**src/rtl/ps2_pkg.sv**
```systemverilog
// Shared PS/2 definitions: transmitter state encoding, frame length,
// timing defaults and frame/parity helpers used by host TX (and RX).
package ps2_pkg;

    // Host transmitter states
    typedef enum logic [2:0] {
        IDLE     = 3'd0,
        INHIBIT  = 3'd1,
        RTS      = 3'd2,
        SHIFT    = 3'd3,
        ACK      = 3'd4,
        WAIT_REL = 3'd5
    } ps2_tx_state_e;

    // Default system clock and the divisors that turn it into the
    // 100 us inhibit window and the 15 ms whole-frame timeout
    localparam int DEF_CLK_FREQ = 24000000;
    localparam int INHIBIT_DIV  = 10000;
    localparam int TIMEOUT_MUL  = 15;
    localparam int TIMEOUT_DIV  = 1000;

    // Start + 8 data + parity + stop; the 11th device clock carries the ACK
    localparam logic [3:0] FRAME_LEN = 4'd11;
    localparam int         FRAME_W   = 11;

    // Odd parity: 1 when the byte holds an even number of ones
    function automatic logic odd_parity(input logic [7:0] data);
        return ~(^data);
    endfunction

    // Frame bit 0 is the start bit, bits 1..8 data LSB first, 9 parity, 10 stop
    function automatic logic [FRAME_W-1:0] build_frame(input logic [7:0] data);
        return {1'b1, odd_parity(data), data, 1'b0};
    endfunction

endpackage

```
**src/rtl/ps2_sync.sv**
```systemverilog
// Two-flop synchroniser for a raw PS/2 line with falling-edge detection.
// Flops reset to 1 (idle bus level) so reset never fakes a falling edge.
module ps2_sync (
    input  logic clk_i,
    input  logic rst_i,
    input  logic line_i,
    output logic level_o,
    output logic fall_o
);

    logic meta_q;
    logic sync_q;
    logic prev_q;

    // Synchronise the asynchronous line and keep one cycle of history
    always_ff @(posedge clk_i) begin
        if (rst_i) begin
            meta_q <= 1'b1;
            sync_q <= 1'b1;
            prev_q <= 1'b1;
        end else begin
            meta_q <= line_i;
            sync_q <= meta_q;
            prev_q <= sync_q;
        end
    end

    assign level_o = sync_q;
    assign fall_o  = prev_q & ~sync_q;

endmodule

```
**src/rtl/ps2_host_tx.sv**
```systemverilog
// PS/2 host-to-device transmitter: inhibits the clock, issues request-to-send,
// shifts a byte out on device clock falling edges, checks the ACK and waits
// for the bus to be released. A whole-frame timeout recovers a dead device.
module ps2_host_tx
    import ps2_pkg::*;
#(
    parameter int CLK_FREQ    = DEF_CLK_FREQ,
    parameter int INHIBIT_CYC = CLK_FREQ / INHIBIT_DIV,
    parameter int TIMEOUT_CYC = CLK_FREQ * TIMEOUT_MUL / TIMEOUT_DIV
) (
    input  logic       clk_bus,
    input  logic       bus_reset,
    input  logic [7:0] tx_data,
    input  logic       tx_stb,
    output logic       tx_busy,
    output logic       tx_done,
    output logic       tx_err,
    input  logic       PS2_CLK,
    input  logic       PS2_DAT,
    output logic       ps2_clk_oe,
    output logic       ps2_dat_oe
);

    localparam int INH_W = (INHIBIT_CYC > 1) ? $clog2(INHIBIT_CYC) : 1;
    localparam int TO_W  = $clog2(TIMEOUT_CYC + 1);

    localparam logic [INH_W-1:0] INH_LAST = INH_W'(INHIBIT_CYC - 1);
    localparam logic [TO_W-1:0]  TO_LAST  = TO_W'(TIMEOUT_CYC - 1);
    localparam logic [TO_W-1:0]  TO_MAX   = {TO_W{1'b1}};

    ps2_tx_state_e      state_q,    state_d;
    logic [FRAME_W-1:0] frame_q,    frame_d;
    logic [INH_W-1:0]   inh_cnt_q,  inh_cnt_d;
    logic [3:0]         edge_cnt_q, edge_cnt_d;
    logic [TO_W-1:0]    to_cnt_q,   to_cnt_d;
    logic               busy_q,     busy_d;
    logic               done_q,     done_d;
    logic               err_q,      err_d;
    logic               clk_oe_q,   clk_oe_d;
    logic               dat_oe_q,   dat_oe_d;

    logic clk_lvl_s;
    logic clk_fall_s;
    logic dat_lvl_s;
    logic dat_fall_s;
    logic in_frame_s;
    logic timeout_s;

    ps2_sync u_sync_clk (
        .clk_i   (clk_bus),
        .rst_i   (bus_reset),
        .line_i  (PS2_CLK),
        .level_o (clk_lvl_s),
        .fall_o  (clk_fall_s)
    );

    ps2_sync u_sync_dat (
        .clk_i   (clk_bus),
        .rst_i   (bus_reset),
        .line_i  (PS2_DAT),
        .level_o (dat_lvl_s),
        .fall_o  (dat_fall_s)
    );

    // Data falling edges are not needed by the transmitter itself
    logic unused_s;
    assign unused_s = dat_fall_s;

    // The timeout runs from RTS entry until the frame returns to IDLE
    assign in_frame_s = (state_q == RTS) || (state_q == SHIFT) ||
                        (state_q == ACK) || (state_q == WAIT_REL);
    assign timeout_s  = in_frame_s && (to_cnt_q >= TO_LAST);

    // Next-state, counters and line/strobe outputs of the transmit FSM
    always_comb begin
        state_d    = state_q;
        frame_d    = frame_q;
        inh_cnt_d  = inh_cnt_q;
        edge_cnt_d = edge_cnt_q;
        to_cnt_d   = to_cnt_q;
        clk_oe_d   = clk_oe_q;
        dat_oe_d   = dat_oe_q;
        done_d     = 1'b0;
        err_d      = 1'b0;

        // Saturating frame timer
        if (in_frame_s && (to_cnt_q != TO_MAX)) begin
            to_cnt_d = to_cnt_q + TO_W'(1);
        end else begin
            to_cnt_d = to_cnt_q;
        end

        case (state_q)
            IDLE: begin
                clk_oe_d = 1'b0;
                dat_oe_d = 1'b0;
                to_cnt_d = '0;
                if (tx_stb) begin
                    frame_d    = build_frame(tx_data);
                    inh_cnt_d  = '0;
                    edge_cnt_d = 4'd0;
                    clk_oe_d   = 1'b1;
                    state_d    = INHIBIT;
                end else begin
                    state_d = IDLE;
                end
            end
            INHIBIT: begin
                if (inh_cnt_q == INH_LAST) begin
                    // Release clock and pull data low for the start bit
                    clk_oe_d = 1'b0;
                    dat_oe_d = ~frame_q[0];
                    to_cnt_d = '0;
                    state_d  = RTS;
                end else begin
                    inh_cnt_d = inh_cnt_q + INH_W'(1);
                end
            end
            RTS, SHIFT: begin
                if (clk_fall_s) begin
                    edge_cnt_d = edge_cnt_q + 4'd1;
                    frame_d    = {1'b1, frame_q[FRAME_W-1:1]};
                    if ((edge_cnt_q + 4'd1) == FRAME_LEN) begin
                        dat_oe_d = 1'b0;
                        state_d  = ACK;
                    end else begin
                        // Edges 1..10 put out data, parity, then stop (release)
                        dat_oe_d = ~frame_q[1];
                        state_d  = SHIFT;
                    end
                end else begin
                    state_d = state_q;
                end
            end
            ACK: begin
                dat_oe_d = 1'b0;
                if (!dat_lvl_s) begin
                    state_d = WAIT_REL;
                end else begin
                    err_d   = 1'b1;
                    state_d = IDLE;
                end
            end
            WAIT_REL: begin
                if (clk_lvl_s && dat_lvl_s) begin
                    done_d  = 1'b1;
                    state_d = IDLE;
                end else begin
                    state_d = WAIT_REL;
                end
            end
            default: begin
                clk_oe_d = 1'b0;
                dat_oe_d = 1'b0;
                state_d  = IDLE;
            end
        endcase

        // Timeout wins over any completion decided in the same cycle
        if (timeout_s) begin
            done_d   = 1'b0;
            err_d    = 1'b1;
            clk_oe_d = 1'b0;
            dat_oe_d = 1'b0;
            state_d  = IDLE;
        end else begin
            state_d = state_d;
        end

        busy_d = (state_d != IDLE);
    end

    // State, counters and registered outputs
    always_ff @(posedge clk_bus) begin
        if (bus_reset) begin
            state_q    <= IDLE;
            frame_q    <= '0;
            inh_cnt_q  <= '0;
            edge_cnt_q <= 4'd0;
            to_cnt_q   <= '0;
            busy_q     <= 1'b0;
            done_q     <= 1'b0;
            err_q      <= 1'b0;
            clk_oe_q   <= 1'b0;
            dat_oe_q   <= 1'b0;
        end else begin
            state_q    <= state_d;
            frame_q    <= frame_d;
            inh_cnt_q  <= inh_cnt_d;
            edge_cnt_q <= edge_cnt_d;
            to_cnt_q   <= to_cnt_d;
            busy_q     <= busy_d;
            done_q     <= done_d;
            err_q      <= err_d;
            clk_oe_q   <= clk_oe_d;
            dat_oe_q   <= dat_oe_d;
        end
    end

    assign tx_busy    = busy_q;
    assign tx_done    = done_q;
    assign tx_err     = err_q;
    assign ps2_clk_oe = clk_oe_q;
    assign ps2_dat_oe = dat_oe_q;

endmodule

```
**config.mk**
```make
export PLATFORM = sky130hd
export DESIGN_NAME = ps2_host_tx
export DESIGN_NICKNAME = d
export VERILOG_FILES = /design/src/rtl/ps2_pkg.sv /design/src/rtl/ps2_sync.sv /design/src/rtl/ps2_host_tx.sv
export SDC_FILE = /design/constraint.sdc
export NUM_CORES = 1
export LEC_CHECK = 0
export ABC_AREA = 1
export CORE_MARGIN = 8
export CORE_UTILIZATION = 54
export CTS_CLUSTER_SIZE = 28
export DETAILED_ROUTE_END_ITERATION = 8
export PLACE_DENSITY_LB_ADDON = 0.1
export REMOVE_ABC_BUFFERS = 1
export SLEW_MARGIN = 10
export SYNTH_ARGS = -nofsm -noshare
export SYNTH_HDL_FRONTEND = slang
export SYNTH_HIERARCHICAL = 1
export SYNTH_SLANG_ARGS = --single-unit
```
**constraint.sdc**
```tcl
create_clock -name clk_bus -period 1.48 [get_ports clk_bus]
set_input_delay 0.37 -clock clk_bus [delete_from_list [all_inputs] [get_ports clk_bus]]
set_output_delay 0.37 -clock clk_bus [all_outputs]
set_load 0.01 [all_outputs]
```
# Word-level counts from Yosys, hierarchy flattened
# Cells that the tools add are included.
word_totals:
  ff_bits: 59
  input_bits: 13
  output_inout_bits: 5
  elab_cells: 88
classes:
  n_addsub: 3
  magnitude_cmp: 1
  eq_ne: 12
  n_mux: 31
  bitwise_logic: 7
  reduce_logical: 19
op_table:
  columns: ["op", "n"]
  rows:
  - ["19-bit two-way mux", 2]
  - ["19-bit case mux with 2 select lines", 1]
  - ["12-bit two-way mux", 2]
  - ["12-bit case mux with 2 select lines", 1]
  - ["11-bit two-way mux", 2]
  - ["11-bit case mux with 2 select lines", 1]
  - ["19-bit by 1-bit adder with 19-bit output (second input constant)", 1]
  - ["19-bit >= comparator (second input constant)", 1]
  - ["19-bit inequality test (second input constant)", 1]
  - ["3-bit two-way mux", 6]
  - ["3-bit case mux with 5 select lines", 1]
  - ["12-bit by 1-bit adder with 12-bit output (second input constant)", 1]
  - ["12-bit equality test (second input constant)", 1]
  - ["1-bit two-way mux", 10]
  - ["3-bit AND reduction", 3]
  - ["4-bit two-way mux", 2]
  - ["2-bit inequality test (second input constant)", 4]
  - ["4-bit case mux with 2 select lines", 1]
  - ["8-bit XOR reduction", 1]
  - ["3-bit by 2-bit equality test with 1-bit output (second input constant)", 2]
  - ["3-bit equality test (second input constant)", 2]
  - ["1-bit NOT", 6]
  - ["1-bit case mux with 3 select lines", 2]
  - ["4-bit by 1-bit adder with 4-bit output (second input constant)", 1]
  - ["12 further kinds", 18]

# Logic depth before layout (Yosys ltp)
depth:
  ltp_word: 8
  ltp_mapped: 12
  ltp_nobuf: 12

# By module
# Netlist, hierarchy kept.
by_module_without_submodules:
  columns: ["mod", "instances", "cells_per_inst", "area_per_inst_um2", "seq_area_each_um2"]
  rows:
  - ["ps2_host_tx", 1, 498, 3240.6, 1081.0]
  - ["ps2_sync", 2, 12, 93.8, 60.1]

# Worst setup path before layout
# OpenSTA, ideal clock, no wires.
synth_timing:
  kind: "reg2reg"
  from: "register to_cnt_q[0]"
  to: "register to_cnt_q[3]"
  setup_time_ns: 0.124
  t_arrival_ns: 1.465
  required_time_ns: 1.356
  setup_slack_ns: -0.110
  path_stages_with_launch: 12
  n_path_buf: 1
  period_less_slack_ns: 1.590
  cell_sequence: "dfxtp_1 -> ha_1 -> inv_1 -> nor2_1 -> nand2_2 -> inv_2 -> nand2_2 -> nor2_4 -> nor2_4 -> buf_4 -> o21ai_1 -> nor2_1"
synth_via:
  elab_chain_cells: 5
  elab_cells_between_ends: 6
  cone_classes: "1 x add/sub; 1 x eq/ne; 3 x mux; 1 x reduce/logical"
synth_rtl:
  columns: ["item", "line", "text"]
  rows:
  - ["from (decl)", "ps2_host_tx.sv:35", "logic [TO_W-1:0] to_cnt_q, to_cnt_d;"]
  - ["from (signal assigned)", "ps2_host_tx.sv:191", "to_cnt_q <= to_cnt_d;"]
  - ["parallel branches: the longest is 2 deep, another holds 19-bit by 1-bit adder with 19-bit output", null, null]
  - ["19-bit two-way mux (*)", "ps2_host_tx.sv:87", "if (in_frame_s && (to_cnt_q != TO_MAX)) begin"]
  - ["19-bit two-way mux", "ps2_host_tx.sv:109", "if (inh_cnt_q == INH_LAST) begin"]
  - ["19-bit case mux with 2 select lines (*)", "ps2_host_tx.sv:93", "case (state_q)"]
# Every way passes the cells marked *.
# A chain may end at the register's enable or synchronous reset.

# Worst setup path in the final report
layout_timing:
  from: "register to_cnt_q[0]"
  to: "register to_cnt_q[11]"
# Same word-level chain as after synthesis.

==> metrics.md <==
| Metric | Value |
|---|---|
| Critical setup path kind | reg -> reg |
| Crit-path slowest cell | sky130_fd_sc_hd__dfxtp_2 |
| Setup skew after layout | between 0.01 and 0.015 ns |
| Height of the die | 95.27 µm |
| TritonCTS clock tree | built |
| Mean number of vias per cell | 5.041 |
| End of the worst hold path | u_sync_clk/level_o |
| Kind of start point of the critical path | register |
| Core box area | just over 0.006 mm² |
| Post-detailed-route DRC marker count | 0 |
| Crit path top cell by count | sky130_fd_sc_hd__nor2_4 |
| Area of the mapped netlist | between 0.003 and 0.004 mm² |
| Number of synthesis warnings | 6 |
| Critical Path Max Stage Delay | between 0.3 and 0.4 ns |
| Reg clk slew, reported paths | ~0.070 ns |
| Total number of clock tree sinks | a little under 60 |
| Starting density of the core | 54.69% |
| Maximum number of pins on one net before global-route repair | 21 |
| Max-Cap Viols | 0 |
| Non-filler instance count after layout | about 700 |
| Total global-route track usage | approximately a fifth |
| Internal reg-to-reg setup slack | -0.05 ns |
| Arrival @ worst endpoint | approximately 1.8 ns |
| Status | finished with violations |
| Number of antenna violations at the first check in global routing | 0 |
| R2r worst-path depth | 12 |
| Avg Inst Size Synth | between 6 and 7 µm² |
| X dimension of the die | between 90 and 100 µm |
| Number of cells traversed by the worst hold path | 2 |
| Static power due to leakage | 2.068 nW |
| Critical path endpoint category | register |
| Final Wtd Congestion | around 0.93 |
| Die area | between 0.009 and 0.01 mm² |
| Final Hold Vio Count | 0 |
| Growth of design area from synthesis to finish | 38.86% |
| Initial drt markers | 184 |
| Final setup violation count | 8 |
| Final worst path period need | about 1.5 ns |
| Pwr dens | about 810 mW/mm² |
| Required time at the endpoint of the critical path | 1.72 ns |
| Max H-tree Level | 3 |
| Achievable Freq | about 0.65 GHz |
| Top-Level Pins | 18 |
| Launch point of the worst reg-to-reg path | to_cnt_q[0] |
| Number of buffers added to fix hold violations after cts | 0 |
| Routed wire length | between 8000 and 9000 µm |
| Cell breakdown of the critical path | ha_4, inv_4, nor2_4, nand2_2, inv_2, nand2_4, nor2_4, nor2_4, buf_6, or2_1, nand2_1, nor2_1 |
| Max Transition Viols Final | 0 |
| Launch instance of the worst min-delay path | u_sync_clk/meta_q |
| Row count | 29 |
| Finished Core Util | 75.94% |
| Wire length of the first global-routing pass | ~15000 µm |
| Number of buffers on the longest clock path | 2 |
| Total clock buffers created by CTS | 9 |
| Cells after synthesis | 517 |
| Latest clock arrival within the worst-skew pair | 0.34 ns |
| Final antenna-violating net count | 0 |
| Family with the most delay on the worst path | simple AND/OR/NAND/NOR gates |
| Via count of the first global-routing pass | 3322 |
| Total grt overflow | 0 |
| Post-DP HPWL | ~6300 µm |
| Root buf cell | sky130_fd_sc_hd__clkbuf_8 |
| Final layout net count | approximately 650 |
| # port buffers | 17 |
| VDD IR max | slightly below 0.7 mV |
| RSZ-0062 raised after global routing | true |
| WL per Instance | 12.50 µm |
| Final worst-path setup slack | -0.05027 ns |
| Number of vias in the routed layout | between 3000 and 4000 |
| Number of cells after detailed placement | just under 700 |
| Share of layout cells above drive strength 1 | 28.28% |
| Number of iterations in the first detailed-routing pass | 4 |
| Maximum fanout along the worst path | 8 |
| Stages on worst setup path | 12 |
| Antenna diode instance count | 0 |
| Period utilization | 103.4% |
| Violated checks | negative setup slack |
| Final sum of negative setup slack | -0.1474 ns |
| Headroom to the max-slew limit | 80.70% |
| Endpoint of the most critical register-to-register path | to_cnt_q[11] |
| Actual slew at the worst max-slew pin | 0.2880 ns |
| Number of buffers and inverters on the critical path | 3 |
| Kind of path behind the tightest hold check | reg -> reg |
-- power breakdown --
part | switching (mW) | internal, mW | leakage, nW | total, mW
combinational | 0.244 | 0.206 | 1.47 | 0.450
sequential | 0.0255 | 1.64 | 0.485 | 1.67
clock | 0.640 | 1.04 | 0.113 | 1.68
total | 0.909 | 2.89 | 2.07 | 3.80
-- worst max path at each step --
stage                     start             to  slack, ns
finish              to_cnt_q[0]   to_cnt_q[11]      -0.05
global route        to_cnt_q[0]   to_cnt_q[11]      -0.14
CTS                 to_cnt_q[1]   to_cnt_q[11]      -0.08
detailed placement       tx_stb   inh_cnt_q[0]      -0.25
global placement         tx_stb   inh_cnt_q[2]      -0.20
floorplan            state_q[2]  edge_cnt_q[1]      -0.20
-- layer usage --
metal	GRT usage, %	vias to the layer above	part of all wire [%]
met5	0	-	0
met4	4.681	0	1.2
met3	5.276	15	4.3
met2	32.97	81	48
met1	25.83	1609	47
li1	-	1874	-
-- flip-flops by register name, summed over array words and instances (netlist names) --
register	count
ps2_clk_oe	1
u_sync_clk/prev_q	1
frame_q	11
u_sync_clk/meta_q	1
u_sync_clk/level_o	1
to_cnt_q	19
inh_cnt_q	12
u_sync_dat/level_o	1
tx_err	1
state_q	3
tx_busy	1
edge_cnt_q	4
u_sync_dat/meta_q	1
tx_done	1
ps2_dat_oe	1
-- metrics by stage --
stage,worst slack [ns],power (mW),hold slack (ns),cell area [µm²]
after global routing,-0.1449,3.941,0.4347,4712
after global placement,-0.2013,2.093,0.3818,4212
after floorplan,-0.1951,1.908,0.3795,3314
final,-0.05027,3.796,0.4105,4712
after CTS,-0.07588,3.809,0.4173,4566
after detailed placement,-0.2474,2.110,0.4001,4212
-- repair_timing --
| action | 4_1_cts | 5_1_grt |
|---|---|---|
| resized for setup | 35 | 32 |
| pin swaps | 13 | 10 |
| buffers inserted | 4 | 6 |
| endpoints found under the setup margin | 39 | 45 |
-- worst register-to-register path: stages, from the launching register on --
cell and delay [ns]:
sky130_fd_sc_hd__dfxtp_2 0.35, sky130_fd_sc_hd__ha_4 0.16, sky130_fd_sc_hd__inv_4 0.04, sky130_fd_sc_hd__nor2_4 0.07, sky130_fd_sc_hd__nand2_2 0.08, sky130_fd_sc_hd__inv_2 0.08
sky130_fd_sc_hd__nand2_4 0.06, sky130_fd_sc_hd__nor2_4 0.11, sky130_fd_sc_hd__nor2_4 0.06, sky130_fd_sc_hd__buf_6 0.13, sky130_fd_sc_hd__or2_1 0.21, sky130_fd_sc_hd__nand2_1 0.06
sky130_fd_sc_hd__nor2_1 0.03
-- cell type report --
| cell class | instances | area, µm² |
|---|---|---|
| sequential | 59 | 1196 |
| multi-input combinational | 375 | 2024 |
| fill | 494 | 1493 |
| inverter | 72 | 275.3 |
| clock buffer | 12 | 155.1 |
| tap | 77 | 96.34 |
| timing repair buffer | 111 | 892.1 |
| clock inverter | 4 | 72.57 |
-- layout by cell type (no fill, tap or decap), types with 3 or more instances in the layout --
master / instances
sky130_fd_sc_hd__inv_1: 63
sky130_fd_sc_hd__nand3_1: 24
sky130_fd_sc_hd__nor2_4: 8
sky130_fd_sc_hd__nand2_2: 8
sky130_fd_sc_hd__nand3_2: 8
sky130_fd_sc_hd__nor3_1: 9
sky130_fd_sc_hd__a21oi_1: 32
sky130_fd_sc_hd__o21ai_1: 9
sky130_fd_sc_hd__nand2_4: 4
sky130_fd_sc_hd__nand2_1: 126
sky130_fd_sc_hd__dfxtp_2: 6
sky130_fd_sc_hd__xor2_1: 12
sky130_fd_sc_hd__dfxtp_1: 51
sky130_fd_sc_hd__nand4_1: 17
sky130_fd_sc_hd__xnor2_1: 5
sky130_fd_sc_hd__nor2_1: 58
sky130_fd_sc_hd__nor3_2: 3
sky130_fd_sc_hd__buf_4: 88
sky130_fd_sc_hd__clkdlybuf4s50_1: 12
sky130_fd_sc_hd__inv_2: 7
sky130_fd_sc_hd__buf_6: 6
sky130_fd_sc_hd__dlygate4sd2_1: 5
sky130_fd_sc_hd__clkbuf_8: 11
sky130_fd_sc_hd__nor2_2: 9
sky130_fd_sc_hd__o21ai_0: 21
(Power assumes the default switching activity.)
